<file path="src/rtl/pwr_seq_n.sv">
// ---------------------------------------------------------------------------
// pwr_seq_n : N-rail board power sequencer
//
// Powers the board up in a fixed order: ATX supply, rails 0..NUM_RAILS-1
// (each checked for power-good within PG_TIMEOUT), reference clock, CPU POR,
// then PCIe reset release. Powers down in reverse order on a CPU PWR_CTR
// shutdown/reboot command, on removal of the power-on request, or on an
// abort mid power-up. Any rail losing power-good in RUN, or a power-up PG
// timeout, latches a fault that is held until the request is removed.
//
// Ports
//   clk_i            system clock
//   reset_n_i        asynchronous active-low reset
//   pwr_on_req_i     board-on request level (async)
//   pwr_ctr0_i       CPU power control 0 (async)
//   pwr_ctr1_i       CPU power control 1 (async)
//   rail_pg_i        per-rail power-good (async)
//   atx_pwr_o        ATX supply enable
//   rail_en_o        per-rail enables
//   clk_en_o         CPU reference clock enable
//   cpu_por_o        1 = CPU POR released
//   pcie_rst_n_o     0 = PCIe held in reset
//   fault_o          sticky fault flag
//   fault_rail_o     index of the failing rail
//   state_o          current FSM state
//   pwr_flow_done_o  one-cycle pulse when a shutdown completes
// ---------------------------------------------------------------------------
module pwr_seq_n #(
  parameter int NUM_RAILS  = 8,
  parameter int CNT_W      = 24,
  parameter int STEP_DLY   = 1000,
  parameter int PG_TIMEOUT = 50000,
  parameter int CLK_DLY    = 500,
  parameter int PCIE_DLY   = 2000
) (
  input  logic                 clk_i,
  input  logic                 reset_n_i,
  input  logic                 pwr_on_req_i,
  input  logic                 pwr_ctr0_i,
  input  logic                 pwr_ctr1_i,
  input  logic [NUM_RAILS-1:0] rail_pg_i,
  output logic                 atx_pwr_o,
  output logic [NUM_RAILS-1:0] rail_en_o,
  output logic                 clk_en_o,
  output logic                 cpu_por_o,
  output logic                 pcie_rst_n_o,
  output logic                 fault_o,
  output logic [4:0]           fault_rail_o,
  output logic [3:0]           state_o,
  output logic                 pwr_flow_done_o
);

  typedef enum logic [3:0] {
    ST_OFF         = 4'd0,
    ST_ATX_ON      = 4'd1,
    ST_RAIL_UP     = 4'd2,
    ST_RAIL_SETTLE = 4'd3,
    ST_CLK_ON      = 4'd4,
    ST_POR_WAIT    = 4'd5,
    ST_RUN         = 4'd6,
    ST_PCIE_HOLD   = 4'd7,
    ST_PWR_DN      = 4'd8,
    ST_FAULT       = 4'd9
  } state_t;

  localparam int              SW         = NUM_RAILS + 3;
  localparam logic [CNT_W-1:0] C_STEP_END = CNT_W'(STEP_DLY - 1);
  localparam logic [CNT_W-1:0] C_PG_END   = CNT_W'(PG_TIMEOUT - 1);
  localparam logic [CNT_W-1:0] C_CLK_END  = CNT_W'(CLK_DLY - 1);
  localparam logic [CNT_W-1:0] C_PCIE_END = CNT_W'(PCIE_DLY - 1);
  localparam logic [4:0]       C_LAST     = 5'(NUM_RAILS - 1);

  // One-hot rail mask for a 5-bit rail index (out-of-range index gives 0).
  function automatic logic [NUM_RAILS-1:0] f_onehot(input logic [4:0] idx);
    logic [NUM_RAILS-1:0] v;
    for (int i = 0; i < NUM_RAILS; i++) begin
      v[i] = (5'(i) == idx);
    end
    return v;
  endfunction

  // Registers
  logic [SW-1:0]        r_sync1, r_sync2;
  logic                 r_ctr1_d;
  state_t               r_state;
  logic [4:0]           r_k;
  logic                 r_dn_ph;   // power-down: 0 = rails phase, 1 = ATX-off wait
  logic                 r_reboot;
  logic [CNT_W-1:0]     r_cnt;
  logic                 r_atx, r_clk_en, r_por, r_pcie, r_fault, r_done;
  logic [NUM_RAILS-1:0] r_rail_en;
  logic [4:0]           r_fault_rail;

  // Next-state / next-output wires
  state_t               w_state_nxt;
  logic [4:0]           w_k_nxt;
  logic                 w_dn_ph_nxt, w_reboot_nxt;
  logic                 w_atx_nxt, w_clk_en_nxt, w_por_nxt, w_pcie_nxt;
  logic                 w_fault_nxt, w_done_nxt;
  logic [NUM_RAILS-1:0] w_rail_en_nxt;
  logic [4:0]           w_fault_rail_nxt;
  logic                 w_goto_dn, w_goto_fault, w_dn_reboot;

  // Synchronised inputs and derived conditions
  logic                 w_req_s, w_ctr0_s, w_ctr1_s, w_ctr1_rise;
  logic [NUM_RAILS-1:0] w_pg_s;
  logic                 w_pg_k, w_low_any;
  logic [4:0]           w_low_idx;
  logic                 w_step_end, w_cnt_clr;

  assign w_req_s     = r_sync2[SW-1];
  assign w_ctr0_s    = r_sync2[SW-2];
  assign w_ctr1_s    = r_sync2[SW-3];
  assign w_pg_s      = r_sync2[NUM_RAILS-1:0];
  assign w_ctr1_rise = w_ctr1_s & ~r_ctr1_d;
  assign w_step_end  = (r_cnt == C_STEP_END);
  assign w_cnt_clr   = (w_state_nxt != r_state) || (w_k_nxt != r_k) ||
                       (w_dn_ph_nxt != r_dn_ph);

  // Two-flop synchronisers for all asynchronous inputs, plus ctr1 edge history.
  always_ff @(posedge clk_i or negedge reset_n_i) begin
    if (!reset_n_i) begin
      r_sync1  <= '0;
      r_sync2  <= '0;
      r_ctr1_d <= 1'b0;
    end else begin
      r_sync1  <= {pwr_on_req_i, pwr_ctr0_i, pwr_ctr1_i, rail_pg_i};
      r_sync2  <= r_sync1;
      r_ctr1_d <= w_ctr1_s;
    end
  end

  // Shared delay/timeout counter: restarts on any state, rail or phase step.
  always_ff @(posedge clk_i or negedge reset_n_i) begin
    if (!reset_n_i) begin
      r_cnt <= '0;
    end else if (w_cnt_clr) begin
      r_cnt <= '0;
    end else if (r_cnt != '1) begin
      r_cnt <= r_cnt + CNT_W'(1);
    end else begin
      r_cnt <= r_cnt;
    end
  end

  // PG of the rail being brought up, and lowest-index rail with PG low.
  always_comb begin
    w_pg_k    = 1'b0;
    w_low_any = 1'b0;
    w_low_idx = 5'd0;
    for (int i = NUM_RAILS - 1; i >= 0; i--) begin
      if (5'(i) == r_k) begin
        w_pg_k = w_pg_s[i];
      end else begin
        w_pg_k = w_pg_k;
      end
      if (!w_pg_s[i]) begin
        w_low_any = 1'b1;
        w_low_idx = 5'(i);
      end else begin
        w_low_any = w_low_any;
      end
    end
  end

  // Next-state and next-output decode; outputs are registered from these.
  always_comb begin
    w_state_nxt      = r_state;
    w_k_nxt          = r_k;
    w_dn_ph_nxt      = r_dn_ph;
    w_reboot_nxt     = r_reboot;
    w_atx_nxt        = r_atx;
    w_rail_en_nxt    = r_rail_en;
    w_clk_en_nxt     = r_clk_en;
    w_por_nxt        = r_por;
    w_pcie_nxt       = r_pcie;
    w_fault_nxt      = r_fault;
    w_fault_rail_nxt = r_fault_rail;
    w_done_nxt       = 1'b0;
    w_goto_dn        = 1'b0;
    w_goto_fault     = 1'b0;
    w_dn_reboot      = 1'b0;

    case (r_state)
      ST_OFF: begin
        if (w_req_s && !r_fault) begin
          w_state_nxt = ST_ATX_ON;
          w_atx_nxt   = 1'b1;
          w_k_nxt     = 5'd0;
        end else begin
          w_state_nxt = ST_OFF;
        end
      end
      ST_ATX_ON: begin
        if (!w_req_s) begin
          w_goto_dn = 1'b1;
        end else if (w_step_end) begin
          w_state_nxt   = ST_RAIL_UP;
          w_rail_en_nxt = r_rail_en | f_onehot(r_k);
        end else begin
          w_state_nxt = ST_ATX_ON;
        end
      end
      ST_RAIL_UP: begin
        // A PG arriving on the last allowed cycle still counts as good.
        if (!w_pg_k && (r_cnt == C_PG_END)) begin
          w_goto_fault     = 1'b1;
          w_fault_rail_nxt = r_k;
        end else if (!w_req_s) begin
          w_goto_dn = 1'b1;
        end else if (w_pg_k) begin
          w_state_nxt = ST_RAIL_SETTLE;
        end else begin
          w_state_nxt = ST_RAIL_UP;
        end
      end
      ST_RAIL_SETTLE: begin
        if (!w_req_s) begin
          w_goto_dn = 1'b1;
        end else if (w_step_end && (r_k < C_LAST)) begin
          w_state_nxt   = ST_RAIL_UP;
          w_k_nxt       = r_k + 5'd1;
          w_rail_en_nxt = r_rail_en | f_onehot(r_k + 5'd1);
        end else if (w_step_end) begin
          w_state_nxt  = ST_CLK_ON;
          w_clk_en_nxt = 1'b1;
        end else begin
          w_state_nxt = ST_RAIL_SETTLE;
        end
      end
      ST_CLK_ON: begin
        if (!w_req_s) begin
          w_goto_dn = 1'b1;
        end else if (r_cnt == C_CLK_END) begin
          w_state_nxt = ST_POR_WAIT;
          w_por_nxt   = 1'b1;
        end else begin
          w_state_nxt = ST_CLK_ON;
        end
      end
      ST_POR_WAIT: begin
        if (!w_req_s) begin
          w_goto_dn = 1'b1;
        end else if (r_cnt == C_PCIE_END) begin
          w_state_nxt = ST_RUN;
          w_pcie_nxt  = 1'b1;
        end else begin
          w_state_nxt = ST_POR_WAIT;
        end
      end
      ST_RUN: begin
        if (w_low_any) begin
          w_goto_fault     = 1'b1;
          w_fault_rail_nxt = w_low_idx;
        end else if (!w_req_s) begin
          w_goto_dn = 1'b1;
        end else if (w_ctr1_rise) begin
          // ctr0 high selects shutdown, low selects reboot.
          w_goto_dn   = 1'b1;
          w_dn_reboot = ~w_ctr0_s;
        end else begin
          w_state_nxt = ST_RUN;
        end
      end
      ST_PWR_DN: begin
        if (w_step_end && !r_dn_ph && (r_k != 5'd0)) begin
          w_k_nxt       = r_k - 5'd1;
          w_rail_en_nxt = r_rail_en & ~f_onehot(r_k - 5'd1);
        end else if (w_step_end && !r_dn_ph) begin
          // Rail 0 has had its step delay: drop ATX.
          w_atx_nxt = 1'b0;
          if (r_reboot) begin
            w_dn_ph_nxt = 1'b1;
          end else begin
            w_state_nxt = ST_OFF;
            w_done_nxt  = 1'b1;
          end
        end else if (w_step_end && r_reboot) begin
          w_state_nxt = ST_ATX_ON;
          w_atx_nxt   = 1'b1;
          w_k_nxt     = 5'd0;
          w_dn_ph_nxt = 1'b0;
        end else if (w_step_end) begin
          w_state_nxt = ST_OFF;
          w_done_nxt  = 1'b1;
          w_dn_ph_nxt = 1'b0;
        end else begin
          w_state_nxt = ST_PWR_DN;
        end
      end
      ST_FAULT: begin
        if (!w_req_s) begin
          w_state_nxt = ST_OFF;
          w_fault_nxt = 1'b0;
        end else begin
          w_state_nxt = ST_FAULT;
        end
      end
      default: begin
        w_state_nxt   = ST_OFF;
        w_atx_nxt     = 1'b0;
        w_rail_en_nxt = '0;
        w_clk_en_nxt  = 1'b0;
        w_por_nxt     = 1'b0;
        w_pcie_nxt    = 1'b0;
        w_dn_ph_nxt   = 1'b0;
      end
    endcase

    if (w_goto_fault) begin
      w_state_nxt   = ST_FAULT;
      w_atx_nxt     = 1'b0;
      w_rail_en_nxt = '0;
      w_clk_en_nxt  = 1'b0;
      w_por_nxt     = 1'b0;
      w_pcie_nxt    = 1'b0;
      w_fault_nxt   = 1'b1;
    end else if (w_goto_dn) begin
      // Enabled rails are always 0..r_k, so r_k is the highest one to drop.
      w_state_nxt  = ST_PWR_DN;
      w_reboot_nxt = w_dn_reboot;
      w_clk_en_nxt = 1'b0;
      w_por_nxt    = 1'b0;
      w_pcie_nxt   = 1'b0;
      if (|r_rail_en) begin
        w_rail_en_nxt = r_rail_en & ~f_onehot(r_k);
        w_dn_ph_nxt   = 1'b0;
      end else begin
        w_atx_nxt   = 1'b0;
        w_dn_ph_nxt = 1'b1;
      end
    end else begin
      w_state_nxt = w_state_nxt;
    end
  end

  // FSM state and registered outputs.
  always_ff @(posedge clk_i or negedge reset_n_i) begin
    if (!reset_n_i) begin
      r_state      <= ST_OFF;
      r_k          <= 5'd0;
      r_dn_ph      <= 1'b0;
      r_reboot     <= 1'b0;
      r_atx        <= 1'b0;
      r_rail_en    <= '0;
      r_clk_en     <= 1'b0;
      r_por        <= 1'b0;
      r_pcie       <= 1'b0;
      r_fault      <= 1'b0;
      r_fault_rail <= 5'd0;
      r_done       <= 1'b0;
    end else begin
      r_state      <= w_state_nxt;
      r_k          <= w_k_nxt;
      r_dn_ph      <= w_dn_ph_nxt;
      r_reboot     <= w_reboot_nxt;
      r_atx        <= w_atx_nxt;
      r_rail_en    <= w_rail_en_nxt;
      r_clk_en     <= w_clk_en_nxt;
      r_por        <= w_por_nxt;
      r_pcie       <= w_pcie_nxt;
      r_fault      <= w_fault_nxt;
      r_fault_rail <= w_fault_rail_nxt;
      r_done       <= w_done_nxt;
    end
  end

  assign atx_pwr_o       = r_atx;
  assign rail_en_o       = r_rail_en;
  assign clk_en_o        = r_clk_en;
  assign cpu_por_o       = r_por;
  assign pcie_rst_n_o    = r_pcie;
  assign fault_o         = r_fault;
  assign fault_rail_o    = r_fault_rail;
  assign state_o         = r_state;
  assign pwr_flow_done_o = r_done;

endmodule

</file>
<file path="config.mk">
export PLATFORM = sky130hd
export DESIGN_NAME = pwr_seq_n
export DESIGN_NICKNAME = d
export VERILOG_FILES = /design/src/rtl/pwr_seq_n.sv
export SDC_FILE = /design/constraint.sdc
export NUM_CORES = 1
export LEC_CHECK = 0
export CAP_MARGIN = 5
export CELL_PAD_IN_SITES_DETAIL_PLACEMENT = 1
export CELL_PAD_IN_SITES_GLOBAL_PLACEMENT = 1
export CORE_MARGIN = 4
export CORE_UTILIZATION = 45
export CTS_CLUSTER_SIZE = 28
export DETAILED_ROUTE_END_ITERATION = 10
export GPL_ROUTABILITY_DRIVEN = 0
export PLACE_DENSITY_LB_ADDON = 0.1
export SYNTH_ARGS = -nofsm -noshare
export SYNTH_HDL_FRONTEND = slang
export SYNTH_SLANG_ARGS = --single-unit
</file>
<file path="constraint.sdc">
create_clock -name clk_i -period 4.3 [get_ports clk_i]
set_clock_uncertainty 0.15 [all_clocks]
set_input_delay 0.86 -clock clk_i [delete_from_list [all_inputs] [get_ports clk_i]]
set_output_delay 0.86 -clock clk_i [all_outputs]
set_load 0.01 [all_outputs]
</file>
Yosys cells after proc, flatten, opt, wreduce, memory -nomap -nowiden. Index checks and enable logic that the tools add are counted.

Bitwise operators: 10. Add/sub/neg operators: 3. Eq/ne operators: 50. Reduce and logical (&&, ||, !) cells: 33. Multiplexer cells: 125. $lt $le $gt $ge: 1.

Operators by type and width (count): $mux 5 (15); $mux 4 (17); $mux 1 (67); $mux 8 (8); $eq 3x5->1 const A (12); $mux 24 (2); $reduce_or 8->1 (5); $pmux 4 s9 (1); $pmux 8 s4 (1); $eq 2x5->1 const A (6); $ne 4x4->1 const B (7); $add 24x1->24 const B (1); $eq 24x10->1 const B (1); $eq 24x11->1 const B (1); $eq 24x16->1 const B (1); $eq 24x9->1 const B (1); $ne 24x24->1 const B (1); $and 8x8->8 (2); $not 8->8 (2); $or 8x8->8 (2); $eq 1x5->1 const A (3); $logic_not 5->1 (3); $pmux 5 s3 (1); $eq 4x3->1 const B (3); 31 further kinds (59).

Flip-flop bits (word level): 77. Output and inout port bits: 23. Word-level logic and storage cells: 238. Bits of input ports: 13.

Logic depth before layout (Yosys ltp). Gate-level depths: netlist (run 1).

Depth after elaboration: 19. Depth in mapped cells: 14. Gate-level depth less buffers: 10.

Least setup slack after synthesis (run 1). No wires, ideal clock.

Kind: register -> register. Start point: register r_k[0]. End point: register r_cnt[2]. Path buffers: 3. Cell stages (with the launch flop): 14. Data arrival time: 3173 ps. Data required time: 4081 ps. Period minus slack after synthesis: 3393 ps. Library setup time: 69 ps. Slack: 907 ps. Path through: dfrtp_1 > clkbuf_1 > inv_1 > ha_1 > clkbuf_1 > or3b_2 > nand4_1 > o21ai_0 > nor3_1 > o211ai_1 > a2111oi_0 > o211ai_2 > buf_6 > nor2_2.

Cells in the longest elaborated chain, start to end: 19. Elaborated cells between the ends (all ways): 55. Classes of those cells: 2 x add/sub; 1 x order compare; 10 x eq/ne; 33 x mux; 9 x reduce/logical.

RTL lines: from (decl) (line 86) `logic [4:0] r_k;`; from (signal assigned) (line 354) `r_k <= w_k_nxt;`; $eq 3x5->1 (line 152) `if (5'(i) == r_k) begin`; $mux 1 (8 in a row) (line 152); $mux 1 / $logic_not 1->1 (equally long branches) (line 211, 206); $mux 4 / $logic_and 1x1->1 (equally long branches) (line 209, 206); $mux 4 / $mux 1 (equally long branches) (line 206) `if (!w_pg_k && (r_cnt == C_PG_END)) begin`; $pmux 4 s9 / $pmux 1 s3 (equally long branches) (line 184) `case (r_state)`; $mux 4 (line 318) `end else if (w_goto_dn) begin`; $mux 4 (line 310) `if (w_goto_fault) begin`; $ne 4x4->1 (line 117) `assign w_cnt_clr = (w_state_nxt != r_state) || (w_k_nxt != r_k) ||`; $logic_or 1x1->1 (line 117); $logic_or 1x1->1 * (line 117); $mux 24 / $reduce_bool 2->1 (equally long branches); to (signal assigned) (line 140) `r_cnt <= r_cnt + CNT_W'(1);`; to (signal assigned) (line 142) `r_cnt <= r_cnt;`; to (decl) (line 89) `logic [CNT_W-1:0] r_cnt;`.

Every way passes the cells marked *; elsewhere a longest branch is shown, timed or not. A chain may end at the register's enable or synchronous reset.

Worst setup path after layout (run 1).
Start point: register r_k[0]. End point: register r_cnt[20].

Same word-level chain as after synthesis.

==> summary.txt, run 1 <==
Power and ir drop
  – Pwr/cell area: 371 mW/mm²
  – Pleak: 0.00223 µW
  – Peak VDD IR: 0.000294 V

STA
  – Maximum frequency from static timing analysis: 251 MHz
  – Crit path setup slack, layout: 0.318 ns
  – Setup Viol. Count Final: 0
  – Relative slew slack: 33.8%
  – Unrepaired setup endpoints after global routing: no
  – Setup TNS: 0 ns
  – Transition at the pin with the smallest max-transition slack: 0.993 ns
  – Count of final hold-check violations: 0
  – Final period util: 92.6%
  – Min Clock Period, post-route: 3.98 ns
  – Max-slew violations: 0

Clocking
  – TritonCTS clock tree: done
  – Register clock-pin slew on the reported worst setup and hold paths: 0.10 ns
  – Post-cts resize count: 0
  – Setup repair bufs after CTS: 0
  – Hold-fix buffers at CTS: 0
  – Clock sink total: 77
  – Clock tree buffer depth: 2
  – Clock latency on the worst-skew pair: 0.37 ns
  – Total CTS buffers: 9
  – Master cell of the clock root buffer: sky130_fd_sc_hd__clkbuf_8
  – H-tree depth: 3

Die
  – Die Wd: 112 µm
  – Standard-cell rows: 37
  – Top-level port count: 36
  – Die area: 0.0126 mm²
  – Std-Cell Core Area: 0.0105 mm²
  – Initial core utilization: 46.6%
  – Die height: 112 µm

Placed design
  – Final HPWL DP: 11,600 µm
  – Placement-stage worst setup slack: 0.428 ns
  – Count of input and output buffers: 35

Drt
  – Count of routing violations after the opening detailed-route iteration: 317
  – Final WL: 16,100 µm
  – Routed via count divided by cell count: 6.34
  – Vias after detailed routing: 4,761
  – Detailed Routing Iterations Pass 1: 5
  – Number of nets with antenna violations after detailed routing: 0
  – Final routed DRC violation total: 0
  – Wirelength per Cell: 21.4 µm

Global route
  – Global route overflow: 0
  – Global-route wire length before repair: 26,600 µm
  – Number of global-route vias before repair: 5,052
  – Pin count of the biggest net entering global routing: 78
  – Global-route usage over all layers: 26.3%
  – Number of antenna violations at the first check in global routing: 0

Synth
  – Most used standard cells in the synthesized netlist: sky130_fd_sc_hd__dfrtp_1, sky130_fd_sc_hd__nor2_1, sky130_fd_sc_hd__nand2_1
  – Top cell type's share of synthesized area: 39.5%
  – Post-Synthesis Cell Area: 0.00488 mm²
  – Number of standard cells after synthesis: 576
  – Leading cell type by number of instances after synthesis: sky130_fd_sc_hd__dfrtp_1
  – Number of enable flip-flop cells after synthesis: 0
  – Net Count, Synth: 597
  – Average size of a mapped cell: 8.47 µm²
  – Post-synthesis sequential area ratio: 39.5%
  – Flops & latches, synth: 77
  – Async set or reset register ratio after synthesis: 100%
  – Number of warnings reported in the yosys synthesis log: 0
  – Distinct cell type count after synthesis: 67
  – Top FF cell, synth: sky130_fd_sc_hd__dfrtp_1
  – Area contributors post-synth: sky130_fd_sc_hd__dfrtp_1, sky130_fd_sc_hd__a21oi_1, sky130_fd_sc_hd__nor2_1, sky130_fd_sc_hd__nand2_1, sky130_fd_sc_hd__o21ai_0
  – Post-synth top area cell: sky130_fd_sc_hd__dfrtp_1

Worst hold path
  – Startpoint of the most critical hold path: r_sync1[0]
  – Hold/Removal Path Class: register to register
  – Worst Hold Endpoint: r_sync2[0]
  – Worst hold path stage count: 0

Critical path
  – Endpoint of the lowest-slack register-to-register path: r_cnt[20]
  – Reg2Reg Depth: 12
  – Worst reg2reg path startpoint: r_k[0]
  – Nature of the critical path startpoint: register
  – Data arrival time of the critical path: 4.12 ns
  – Critical path endpoint category: register
  – Classification of the worst setup path: register to register
  – FF-to-FF setup slack: 0.32 ns
  – Highest fanout seen on the critical path: 24
  – Crit path required time: 4.43 ns

Outcome
  – Run status: finished, final reports clean

Layout
  – Count of filler cells inserted in the layout: 1,274
  – Final antenna diode count: 0
  – Final core utilization: 53.9%
  – Fraction of final layout cells with drive strength greater than 1: 12.2%
  – Layout-stage area growth over the synthesis result: 15.6%
  – Total Nets Final: 631

Flow run
  – Max-capacitance violation count: 0
## cells in the final DEF (no fill, tap or decap), types with 6 or more instances in the layout
| master | n |
|---|---|
| sky130_fd_sc_hd__dfrtp_1 | 77 |
| sky130_fd_sc_hd__nor2_1 | 50 |
| sky130_fd_sc_hd__nand2_1 | 49 |
| sky130_fd_sc_hd__a21oi_1 | 46 |
| sky130_fd_sc_hd__clkdlybuf4s50_1 | 34 |
| sky130_fd_sc_hd__o21ai_0 | 29 |
| sky130_fd_sc_hd__nor3_1 | 28 |
| sky130_fd_sc_hd__buf_4 | 24 |
| sky130_fd_sc_hd__nand3_1 | 23 |
| sky130_fd_sc_hd__nor2_2 | 20 |
| sky130_fd_sc_hd__inv_1 | 15 |
| sky130_fd_sc_hd__nor4_1 | 14 |
| sky130_fd_sc_hd__xor2_1 | 12 |
| sky130_fd_sc_hd__nand4_1 | 11 |
| sky130_fd_sc_hd__a31oi_1 | 11 |
| sky130_fd_sc_hd__clkbuf_8 | 9 |
| sky130_fd_sc_hd__xnor2_1 | 8 |
| sky130_fd_sc_hd__ha_1 | 8 |
| sky130_fd_sc_hd__nand2b_1 | 7 |
| sky130_fd_sc_hd__a211oi_1 | 7 |
| sky130_fd_sc_hd__and2_1 | 7 |
| sky130_fd_sc_hd__or2_2 | 6 |
| sky130_fd_sc_hd__and3_1 | 6 |
| sky130_fd_sc_hd__nor2b_1 | 6 |
| sky130_fd_sc_hd__or4_1 | 6 |
## report_power, final
part / internal (µW) / switching [µW] / leakage (µW) / total (µW)
combinational: 232 / 406 / 0.00111 / 638
sequential: 758 / 63.0 / 0.00101 / 821
clock: 329 / 303 / 0.000110 / 632
## critical path: stages (launching register included)
cell                        delay, ns
sky130_fd_sc_hd__dfrtp_1         0.39
sky130_fd_sc_hd__inv_1           0.20
sky130_fd_sc_hd__ha_1            0.53
sky130_fd_sc_hd__or4b_2          0.77
sky130_fd_sc_hd__nor2_1          0.18
sky130_fd_sc_hd__a2111oi_0       0.07
sky130_fd_sc_hd__o211ai_1        0.25
sky130_fd_sc_hd__o22ai_1         0.16
sky130_fd_sc_hd__a2111oi_0       0.43
sky130_fd_sc_hd__buf_4           0.21
sky130_fd_sc_hd__o211ai_2        0.08
sky130_fd_sc_hd__buf_4           0.26
sky130_fd_sc_hd__nor3b_1         0.20
## how the worst max path moves through the flow
| stage | startpoint | slack (ns) | end | depth (start not counted) |
|---|---|---|---|---|
| after floorplan | r_k[0] | 0.91 | r_cnt[2] | 13 |
| after global placement | r_cnt[12] | 0.50 | r_cnt[20] | 9 |
| after detailed placement | r_cnt[12] | 0.43 | r_cnt[1] | 9 |
| after CTS | r_k[0] | 0.36 | r_cnt[20] | 12 |
| after global routing | r_k[0] | 0.02 | r_cnt[20] | 12 |
| final | r_k[0] | 0.32 | r_cnt[20] | 12 |
## metrics by stage
step                cell area, µm²  hold slack (ns)  cells  total power [µW]
floorplan                     4880            0.181    576              1250
global placement              5420            0.182    735              1440
detailed placement            5420            0.186    735              1460
CTS                           5640            0.206    751              2080
global route                  5640            0.222    751              2200
finish                        5640            0.202    751              2090
## cell families (layout without fill, tap and decap cells)
family	Yosys count	count (layout)	share of synthesized area (%)
compound gates	149	149	19.6
xor+xnor	20	20	3.59
fa+ha+maj	8	8	2.05
buf+inv	50	89	4.21
flops	77	77	39.5
mux	3	3	0.616
simple gates	269	269	30.4
## layout make-up
cell class                      count  area, µm²  area share [%]
Clock buffer                        9        124            2.20
Sequential cell                    77       1930            34.2
Timing Repair Buffer               58        520            9.23
Clock inverter                      7       95.1            1.69
Inverter                           15       56.3           0.998
Tap cell                          136        170            3.02
Multi-Input combinational cell    449       2750            48.7
## sequential cells by signal, indices dropped and copies added, names as in the netlist, 4 cells and up
register,cells
r_cnt,24
r_k,5
state_o,4
r_sync2,11
r_sync1,11
rail_en_o,8
fault_rail_o,5
## metal layers
metal	GRT usage [%]	share of wire [%]	up-vias	routed length [µm]
li1	-	-	2181	-
met1	36.7	45	2371	7180
met2	41.7	46	169	7460
met3	5.01	6.8	40	1090
met4	8.09	2.2	0	346
met5	0	0	-	0
Power figures use the tool's default switching activity.
==> run 2: changes to the inputs <==
==> constraint.sdc (replaced) <==
create_clock -name clk_i -period 4.3 [get_ports clk_i]
set_clock_uncertainty 0.15 [all_clocks]
set_input_delay 0.86 -clock clk_i [delete_from_list [all_inputs] [get_ports clk_i]]
set_output_delay 0.86 -clock clk_i [all_outputs]
set_load 0.005 [all_outputs]
==> results of run 2 <==
The final DEF is identical to that of run 1. Status: finished, final reports clean.
